==> src/rtl/queen_search_controller.sv <==
// Control FSM for the 8-queen datapath: row-by-row placement with safety checks,
// column advance and backtracking, then streaming of the solved board rows.
module queen_search_controller #(
  parameter int unsigned BT_W = 16
) (
  input  logic            clk,
  input  logic            reset,
  input  logic            start,
  input  logic            cout,
  input  logic            down_counter_zero,
  input  logic            last_queen_counter_zero,
  input  logic            last_cell,
  input  logic            safe,
  output logic            shift_right,
  output logic            counter_reset,
  output logic            count_up,
  output logic            count_down,
  output logic            count,
  output logic            load_counter,
  output logic            enable_output,
  output logic            busy,
  output logic            done,
  output logic            fail,
  output logic [BT_W-1:0] backtracks
);

  typedef enum logic [3:0] {
    S_IDLE,
    S_INIT,
    S_PLACE,
    S_LOAD,
    S_COMPARE,
    S_NEXT,
    S_CONFLICT,
    S_ADVANCE,
    S_BACKTRACK,
    S_BACK_SHIFT,
    S_BACK_DEC,
    S_OUT_RST,
    S_OUT,
    S_DONE,
    S_FAIL
  } state_t;

  state_t state;

  // State sequencing and saturating backtrack counter
  always_ff @(posedge clk or posedge reset) begin
    if (reset) begin
      state      <= S_IDLE;
      backtracks <= '0;
    end else begin
      case (state)
        S_IDLE: begin
          if (start) begin
            state      <= S_INIT;
            backtracks <= '0;
          end
        end
        S_INIT:  state <= S_PLACE;
        S_PLACE: begin
          if (cout)                         state <= S_OUT_RST;
          else if (last_queen_counter_zero) state <= S_NEXT;
          else                              state <= S_LOAD;
        end
        S_LOAD:  state <= S_COMPARE;
        // Stays here while count walks the other-queen row toward row 0
        S_COMPARE: begin
          if (!safe)                  state <= S_CONFLICT;
          else if (down_counter_zero) state <= S_NEXT;
        end
        S_NEXT:       state <= S_PLACE;
        S_CONFLICT:   state <= last_cell ? S_BACKTRACK : S_ADVANCE;
        S_ADVANCE:    state <= S_PLACE;
        S_BACKTRACK:  state <= last_queen_counter_zero ? S_FAIL : S_BACK_SHIFT;
        S_BACK_SHIFT: state <= S_BACK_DEC;
        S_BACK_DEC: begin
          state <= S_CONFLICT;
          if (backtracks != '1) backtracks <= backtracks + BT_W'(1);
        end
        S_OUT_RST: state <= S_OUT;
        S_OUT: begin
          if (cout) state <= S_DONE;
        end
        S_DONE:  state <= S_IDLE;
        S_FAIL:  state <= S_IDLE;
        default: state <= S_IDLE;
      endcase
    end
  end

  // Strobe decode from the state register; count and the output pair also gate on status
  always_comb begin
    shift_right   = 1'b0;
    counter_reset = 1'b0;
    count_up      = 1'b0;
    count_down    = 1'b0;
    count         = 1'b0;
    load_counter  = 1'b0;
    enable_output = 1'b0;
    done          = 1'b0;
    fail          = 1'b0;
    busy          = (state != S_IDLE);
    case (state)
      S_INIT, S_OUT_RST:        counter_reset = 1'b1;
      S_LOAD:                   load_counter  = 1'b1;
      S_COMPARE:                count         = safe && !down_counter_zero;
      S_NEXT:                   count_up      = 1'b1;
      S_ADVANCE, S_BACK_SHIFT:  shift_right   = 1'b1;
      S_BACK_DEC:               count_down    = 1'b1;
      S_OUT: begin
        enable_output = !cout;
        count_up      = !cout;
      end
      S_DONE:  done = 1'b1;
      S_FAIL:  fail = 1'b1;
      default: ;
    endcase
  end

endmodule
==> config.mk <==
export PLATFORM = sky130hd
export DESIGN_NAME = queen_search_controller
export DESIGN_NICKNAME = d
export VERILOG_FILES = /design/src/rtl/queen_search_controller.sv
export SDC_FILE = /design/constraint.sdc
export NUM_CORES = 1
export LEC_CHECK = 0
export CORE_MARGIN = 5
export CORE_UTILIZATION = 30
export CTS_BUF_LIST = sky130_fd_sc_hd__clkbuf_4
export DETAILED_ROUTE_END_ITERATION = 12
export GPL_ROUTABILITY_DRIVEN = 0
export PLACE_DENSITY = 0.55
export SYNTH_ARGS = -nofsm -noshare
export SYNTH_HDL_FRONTEND = slang
export SYNTH_SLANG_ARGS = --single-unit
export TNS_END_PERCENT = 30
==> constraint.sdc <==
create_clock -name clk -period 3.95 [get_ports clk]
set_input_delay 0.5925 -clock clk [delete_from_list [all_inputs] [get_ports clk]]
set_output_delay 0.5925 -clock clk [all_outputs]
set_load 0.1 [all_outputs]
Word level (Yosys, flattened, before mapping)
Index checks and enable logic that the tools add are counted.
Word-level totals
  output and inout port bits: 26
  register bits after elaboration: 20
  logic and storage cells: 54
Cells by class
  reduce and logical (&&, ||, !) cells: 11
  add/subtract/negate cells: 1
  muxes and demuxes: 21
  eq/ne operators: 19
Operators with widths (number)
  $pmux W4 S11: 1
  $mux W16: 2
  $pmux W16 S2: 1
  $eq A4 B4 Y1 const B: 7
  $mux W4: 6
  $add A16 B1 Y16 const B: 1
  $eq A4 B3 Y1 const B: 4
  $ne A16 B16 Y1 const B: 1
  $eq A4 B2 Y1 const B: 2
  $mux W1: 8
  $mux W3: 2
  $ne A2 B2 Y1 const B: 3
  $reduce_and A3 Y1: 2
  $eq A4 B1 Y1 const B: 1
  $logic_not A4 Y1: 1
  $reduce_bool A4 Y1: 1
  $reduce_or A2 Y1: 2
  $ne A3 B3 Y1 const B: 1
  $reduce_or A3 Y1: 1
  $logic_not A1 Y1: 2
  $pmux W1 S2: 1
  $reduce_bool A2 Y1: 1
  $logic_and A1 B1 Y1: 1

Depth between registers and ports, before layout
Gate-level depths: netlist of the first run.
  word-level depth: 3
  mapped depth: 8

Worst setup path after synthesis of the first run
No wires, ideal clock.
  kind: reg2out
  start point: reg state[2]
  end point: out count
  required time: 3357 ps
  arrival: 3651 ps
  slack: -293 ps
  cell stages (with the launch flop): 4
  cells stage by stage: dfrtp_1 -> clkbuf_1 -> nand2_1 -> nor4_1
Between the ends
  word-level cells in the longest chain between the ends: 2
Ends and longest elaborated chain
  start: declaration: RTL line 45  | state_t state;
  start signal: assignment: RTL line 73  | S_CONFLICT: state <= last_cell ? S_BACKTRACK : S_ADVANCE;
  start signal: assignment: RTL line 75  | S_BACKTRACK: state <= last_queen_counter_zero ? S_FAIL : S_BACK_SHIFT;
  $eq A4 B3 Y1: RTL line 104  | case (state)
  $mux W1: RTL line 104
  end: declaration: RTL line 18  | output logic count,
Every way passes these cells.

Worst setup path in the final report of the first run
  start point: reg state[1]
  end point: out counter_reset
Between the ends
  word-level cells in the longest chain between the ends: 3
Ends and longest elaborated chain
  $eq A4 B1 Y1 / $eq A4 B4 Y1 (equally long branches): RTL line 104
  $reduce_or A2 Y1 (*): RTL line 104
  $mux W1 (*): RTL line 104
  end: declaration: RTL line 15  | output logic counter_reset,
Every way passes the cells marked *; elsewhere a longest branch is shown, timed or not.

==> results of run 1 <==
-- power by group through the flow --
| stage | Combinational, mW | Clock (mW) | Sequential, mW |
|---|---|---|---|
| after CTS | 0.881 | 0.175 | 0.389 |
| after global routing | 0.919 | 0.184 | 0.408 |
| after floorplan | 0.458 | 0 | 0.618 |
| after detailed placement | 0.880 | 0 | 0.392 |
| after global placement | 0.877 | 0 | 0.391 |
| final | 0.876 | 0.172 | 0.388 |
-- cell usage after synthesis (3+ instances only) --
cell type  instances
a21oi_1            7
a31oi_1            7
and3_1             3
and4_1             3
clkbuf_1           3
dfrtp_1           20
inv_1              5
mux2i_1            3
nand2_1           14
nand2b_1           4
nand3_1           10
nand4_1            4
nor2_1            10
nor3_1             4
nor3b_1            3
nor4_1             6
o21ai_0            9
-- metal layers --
metal / part of all wire [%] / up-vias / GRT usage, % / wire length, µm
li1: - / 657 / - / -
met1: 45 / 636 / 16.44 / 1705
met2: 47 / 46 / 21.45 / 1777
met3: 5.7 / 5 / 1.968 / 214
met4: 1.6 / 0 / 4.639 / 60
met5: 0 / - / 0 / 0
-- worst register-to-register path, stage by stage (launching register included) --
cell and delay [ns]:
dfrtp_1 0.56, nand2b_1 0.26, or3_1 0.57, o21ai_0 0.68
a31oi_1 0.17
-- logic make-up after synthesis --
logic type / synth area share, %
multiplexers: 3.836
AO/OA/AOI/OAI: 23.29
buffers and inverters: 4.840
XOR/XNOR: 1.279
flip-flops: 36.53
AND/OR/NAND/NOR: 29.32
adder cells (fa/ha/maj): 0.9131
-- stage by stage --
stage          cells  TNS [ns]  total power [mW]
2_1_floorplan    155   -0.2696             1.076
4_1_cts          237         0             1.445
3_5_place_dp     233         0             1.272
3_3_place_gp     233         0             1.268
5_1_grt          237         0             1.511
6_report         237         0             1.436
-- flip-flops by register name (all words and copies together), names as in the netlist --
| register | cells |
|---|---|
| backtracks | 16 |
| state | 4 |
-- cell type report --
cell class / count / area share [%]
flip-flops and latches: 20 / 28.25
clock inverters: 1 / 1.695
clock buffers: 3 / 1.271
multi-input cells: 121 / 45.69
inverters: 7 / 1.483
well taps: 52 / 3.672
repair buffers: 33 / 17.94
-- path summary, 6_finish.rpt --
check / endpoint / slack (ns) / cells past startpoint
max: counter_reset / 0.85 / 3
min: backtracks[12] / 0.55 / 1
max reg2reg: backtracks[4] / 1.56 / 4
min reg2reg: backtracks[12] / 0.55 / 1
max in group asynchronous: backtracks[2] / 2.75 / 2
min in group asynchronous: state[2] / 0.70 / 2
==> metrics.cfg, run 1 <==
[status]
status = finished clean

[setup_path]
crit_required_ns = 3.36
crit_start = state[1]
critical_path_buf_inv_count = 1
arrival_ns = 2.50
r2r-start = state[0]
cp-end-kind = output pin
cp-start-kind = flip-flop
cpPeakStageDelay_ns = 1.14
worstSetupPathType = reg -> out
cpMaxStageDelayCell = clkdlybuf4s50_1
crit_family = buffers and inverters
path_cells = nand2b_1 > and4_1 > clkdlybuf4s50_1
cp_max_fo = 14

[timing]
setup_viol = 0
clock_skew_ns = 0.01003
maxSlewHeadroom_pct = 34.54
drv_slew = 0
fmax_mhz = 322.9
fin_crit_sh_pct = 78.40
worst_pin_slew_ns = 0.9788
rsz0062_at_grt = no
hold_violations = 0
fin_hold_ws_ns = 0.5523
min_period_ns = 3.097
setup_slack_ns = 0.8531

[power]
switchingPower_mw = 0.8366
p_sw_share_pct = 58.25
p_int_mw = 0.5996
power_frac_seq_pct = 27.0
irDropWorstVdd_v = 0.0004635
leakage_nw = 0.7229
p_per_area_mw_per_mm2 = 810.7
combPwrFrac_pct = 61.0
clkPwrFrac_pct = 12.0

[yosys]
yosysTopAreaCell = dfrtp_1
ys_ff_latch = 20
synthArstFlopShare_pct = 100.0
syn_inst = 155
yosysWarnings = 0
synth_edf_count = 0
ys_seq_area_share_pct = 36.53
synth_nets = 164
syn_area_mm2 = 0.001370
synth_area_leaders = dfrtp_1 37%, nand2_1 3.8%, nand3_1 3.7%
avgSynthCellArea_um2 = 8.839
ys.flop_type = dfrtp_1
ys_types = 51
yosys.area.top_type_share_pct = 36.53

[run]
maxCapViolCount = 0

[floorplanning]
die_w_um = 77.58
start_util_pct = 31.25
rows = 24
die_area_mm2 = 0.006019
core_mm2 = 0.004384
io_pins = 34
die_h_um = 77.58

[layout]
layout-drive-gt1-share_pct = 13.51
regArea_um2 = 500.5
multi_input_area_um2 = 809.5
finalInstanceArea_mm2 = 0.001772
final_util_pct = 40.41
fill_cells = 429
final_common_cell = clkdlybuf4s50_1
nets = 195
n_antenna_cell = 0
area_delta_synth_final_pct = 29.32
final_cell_mix = 28 x clkdlybuf4s50_1, 20 x dfrtp_1, 14 x nand2_1, 10 x nand3_1, 10 x nor2_1

[global_route]
grt_pass1_wl_um = 6506
grt_pass1_vias = 1310
antenna_found_initial = 0
grt_use_total_pct = 12.76
grt_start_max_net_pins = 21
grt-ovfl-total = 0

[placed_design]
pre_cts_ws_ns = 1.252
dp_hpwl_um = 2745
dpl_cell_area_mm2 = 0.001719
port-buffer-count = 33

[cts]
holdBufCountCts = 0
ctsResizeCount = 0
clock_sinks = 20
cts_buffer_depth = 2
cts_tree = done
postCtsSetupBuffers = 0
clockRootBuffer = clkbuf_4
h-tree-depth = 1
cts_buffers = 3
clkTransAtPathRegs_ns = 0.13
clock_latency_ns = 0.32

[route]
wl_um = 3757
detail-route-antenna-nets = 0
route.detailed.drc = 0
vias = 1344
firstDrtPassIters = 4
routed_via_density = 5.671
wire_per_inst_um = 15.85
drtIter0Drc = 103

[hold_path]
holdCritStartpoint = backtracks[12]
hold_path_class = reg -> reg

Power figures use the tool's default switching activity.
==> run 2, diff against run 1 <==
Settings changed: PLACE_DENSITY 0.55 to 0.57.
Clock period 3.95 ns to 2.7 ns, I/O delays scaled along.
==> run 2 against run 1 <==
Combinational power increased by 55%. Clock skew is 0.0068 ns lower. Sequential share of layout area unchanged. Die area is the same. Critical path depth grew 1. First-iteration DRC count up 15%. Critical path type unchanged. Largest power group unchanged.
==> metrics.cfg, run 2 (synthesis gave the netlist of run 1 again) <==
[timing]
drv_slew = 0
fmax_mhz = 395.4
tns_ns = 0
fin_crit_sh_pct = 93.66
fin_hold_ws_ns = 0.5254
maxSlewHeadroom_pct = 47.45
setup_viol = 0
rsz0062_at_grt = no
clock_skew_ns = 0.003255
hold_violations = 0
worst_pin_slew_ns = 0.7874
min_period_ns = 2.529

[power]
p_per_area_mw_per_mm2 = 1151
power_frac_seq_pct = 25.8
finalPower_mw = 2.039
combPwrFrac_pct = 66.7
leakage_nw = 0.7756
p_sw_share_pct = 60.68
switchingPower_mw = 1.237
p_int_mw = 0.8018
clkPwrFrac_pct = 7.5
irDropWorstVdd_v = 0.0005382

[setup_path]
arrival_ns = 2.12
worstSetupPathType = reg -> out
cp-end-kind = output pin
cp_max_fo = 15
cp-start-kind = flip-flop
crit_required_ns = 2.30

[layout]
final_cell_mix = 25 x buf_4, 20 x dfrtp_1, 14 x nand2_1, 10 x nand3_1, 10 x nor2_1
area_delta_synth_final_pct = 29.32
largest_reg_flops = 16
final_common_cell = buf_4
stdcell_count = 240
regMostFlops = backtracks
final_util_pct = 40.41
layout-drive-gt1-share_pct = 26.06
n_antenna_cell = 0
nets = 198
reg_top3 = backtracks (16), state (4)

[cts]
h-tree-depth = 1
cts_tree = done
clkTransAtPathRegs_ns = 0.12
cts_buffer_depth = 2
clockRootBuffer = clkbuf_4
postCtsSetupBuffers = 0
clock_sinks = 20
clock_latency_ns = 0.31
cts_buffers = 3
holdBufCountCts = 0
ctsResizeCount = 0

[floorplanning]
core_mm2 = 0.004384
rows = 24
die_area_mm2 = 0.006019
start_util_pct = 31.25
io_pins = 34
die_h_um = 77.58
die_w_um = 77.58

[route]
routed_via_density = 5.704
wl_um = 3727
wire_per_inst_um = 15.53
route.detailed.drc = 0
drtIter0Drc = 118
firstDrtPassIters = 4
vias = 1369
detail-route-antenna-nets = 0

[placed_design]
port-buffer-count = 33
dp_hpwl_um = 2763
dp_cells = 236

[global_route]
grt_pass1_wl_um = 6334
grt_start_max_net_pins = 21
grt_use_total_pct = 12.60
grt_pass1_vias = 1317
antenna_found_initial = 0
grt-ovfl-total = 0

[run]
maxCapViolCount = 0

[hold_path]
hold_path_class = in -> async

[status]
status = finished clean

[run 2: through the flow]
stage                     setup slack [ns]  instance area, µm²
after floorplan                    -0.7413                1383
after global placement              0.5822                1745
after detailed placement            0.4997                1745
after CTS                           0.1739                1772
after global routing              0.007948                1772
final                               0.1711                1772
[run 2: layer usage]
layer  vias to the layer above  track usage (%)  routed length [µm]
met5                         -                0                   0
met4                         0            4.467                  58
met3                         5            2.894                 224
met2                        47            20.12                1760
met1                       656            16.60                1684
li1                        661                -                   -
[run 2: area by class of cell]
class | count | area [µm²]
Clock inverter | 1 | 3.754
Sequential cell | 20 | 500.5
Inverter | 7 | 26.28
Timing Repair Buffer | 36 | 337.8
Tap cell | 52 | 65.06
Multi-Input combinational cell | 121 | 815.8
Clock buffer | 3 | 22.52
Fill cell | 458 | 2613
[run 2: path summary, 6_finish.rpt]
check | start | endpoint | slack, ns | cells past startpoint
max | state[3] | count_down | 0.17 | 4
min | reset | backtracks[9] | 0.53 | 2
max reg2reg | state[3] | backtracks[10] | 0.49 | 5
min reg2reg | backtracks[12] | backtracks[12] | 0.56 | 1
max in group asynchronous | reset | state[0] | 1.69 | 2
min in group clk | backtracks[12] | backtracks[12] | 0.56 | 1
[run 2: power groups by stage]
stage | registers (mW) | logic (mW) | clock network [mW]
2_1_floorplan | 0.904 | 0.673 | 0
3_3_place_gp | 0.527 | 1.36 | 0
3_5_place_dp | 0.532 | 1.36 | 0
4_1_cts | 0.526 | 1.37 | 0.158
5_1_grt | 0.551 | 1.43 | 0.176
6_report | 0.525 | 1.36 | 0.153
[run 2: worst max-delay path, cell delays in order (launching register included)]
cell and delay (ns):
dfrtp_1 0.53, inv_2 0.13, or3_1 0.60, inv_2 0.33, buf_12 0.22
==> run 3, diff against run 2 <==
Settings changed: CTS_BUF_LIST sky130_fd_sc_hd__clkbuf_4 to sky130_fd_sc_hd__clkbuf_8, CTS_CLUSTER_SIZE from default to 14.
==> run 3 against run 2 <==
Clock power is 52% higher. Cell area is 1.6% higher. Worst setup slack gained 0.050 ns. Sequential share of layout area fell by 0.45 points. Wire length decreased by 0.51%. Global-route usage decreased by 0.19 points. Die area stayed put. Non-clock buffer count is the same. Clock-buffer cell count up 1. Critical path type unchanged. Critical endpoint unchanged. Largest cell class unchanged. Largest power group unchanged. Highest routed layer unchanged.
==> metrics.cfg, run 3 (synthesis gave the netlist of run 1 again) <==
[status]
status = finished clean

[cts]
cts_tree = done
clockRootBuffer = clkbuf_8
clkTransAtPathRegs_ns = 0.08
cts_buffer_depth = 2
holdBufCountCts = 0
postCtsSetupBuffers = 0
clock_latency_ns = 0.26
h-tree-depth = 1
ctsResizeCount = 0
clock_sinks = 20
cts_buffers = 3

[timing]
drv_slew = 0
fin_hold_ws_ns = 0.5501
hold_violations = 0
maxSlewHeadroom_pct = 47.34
min_period_ns = 2.479
setup_slack_ns = 0.2211
fin_crit_sh_pct = 91.81
rsz0062_at_grt = no
worst_pin_slew_ns = 0.7891
setup_viol = 0
fmax_mhz = 403.4
clock_skew_ns = 0.002308

[setup_path]
cp-start-kind = flip-flop
cp-end-kind = output pin
crit_path_frequent_cell = inv_2
cp_max_fo = 15
crit_family = buffers and inverters
r2r-start = state[3]
path_cells = inv_2 > or3_1 > inv_2 > buf_12
crit_required_ns = 2.30
cpMaxStageDelayCell = or3_1
critical_path_buf_inv_count = 3
arrival_ns = 2.07
worstSetupPathType = reg -> out
cpPeakStageDelay_ns = 0.61
crit_start = state[3]

[route]
drtIter0Drc = 140
route.detailed.drc = 0
vias = 1371
wl_um = 3708
routed_via_density = 5.713
wire_per_inst_um = 15.45
firstDrtPassIters = 4
detail-route-antenna-nets = 0

[floorplanning]
die_h_um = 77.58
die_w_um = 77.58
die_area_mm2 = 0.006019
io_pins = 34
rows = 24
start_util_pct = 31.25
core_mm2 = 0.004384

[power]
leakage_nw = 0.7890
p_per_area_mw_per_mm2 = 1178
irDropWorstVdd_v = 0.0005407
finalPower_mw = 2.120

[layout]
layout-drive-gt1-share_pct = 26.60
final_cell_mix = 25 x buf_4, 20 x dfrtp_1, 14 x nand2_1, 10 x nand3_1, 10 x nor2_1
final_util_pct = 41.07
final_common_cell = buf_4
n_antenna_cell = 0
fill_cells = 454
regMostFlops = backtracks
nets = 198
stdcell_count = 240
largest_reg_flops = 16
area_delta_synth_final_pct = 31.42
reg_top3 = backtracks (16), state (4)

[global_route]
antenna_found_initial = 0
grt_start_max_net_pins = 21
grt_use_total_pct = 12.40
grt_pass1_vias = 1326
grt-ovfl-total = 0
grt_pass1_wl_um = 6313

[placed_design]
port-buffer-count = 33
dp_hpwl_um = 2763
pre_cts_ws_ns = 0.4997
dp_cells = 236

[hold_path]
holdCritStartpoint = backtracks[12]
hold_path_class = reg -> reg

[run]
maxCapViolCount = 0

-- run 3: metrics by stage --
| step | TNS (ns) | area, µm² |
|---|---|---|
| 2_1_floorplan | -1.909 | 1383 |
| 3_3_place_gp | 0 | 1745 |
| 3_5_place_dp | 0 | 1745 |
| 4_1_cts | 0 | 1800 |
| 5_1_grt | 0 | 1800 |
| 6_report | 0 | 1800 |
-- run 3: cell type report --
cell class | instances | area, µm² | area share [%]
clock buffers | 4 | 55.05 | 3.058
flip-flops and latches | 20 | 500.5 | 27.80
repair buffers | 36 | 337.8 | 18.76
multi-input cells | 121 | 815.8 | 45.31
inverters | 7 | 26.28 | 1.459
well taps | 52 | 65.06 | 3.614
-- run 3: worst paths after layout --
kind                                   to  slack, ns  cells past startpoint
max                            count_down       0.22                      4
min                        backtracks[12]       0.55                      1
max reg2reg                backtracks[10]       0.48                      5
min reg2reg                backtracks[12]       0.55                      1
max in group asynchronous        state[0]       1.62                      2
min in group asynchronous   backtracks[1]       0.59                      2
-- run 3: power breakdown --
part	internal [mW]	switching, mW	leakage (nW)
Combinational	0.364	0.995	0.491
Sequential	0.384	0.144	0.269
Clock	0.130	0.103	0.0288
-- run 3: metal layers --
metal | track usage, % | part of all wire (%)
met5 | 0 | 0
met4 | 3.436 | 0.43
met3 | 2.894 | 6.7
met2 | 20.28 | 48
met1 | 16.31 | 45
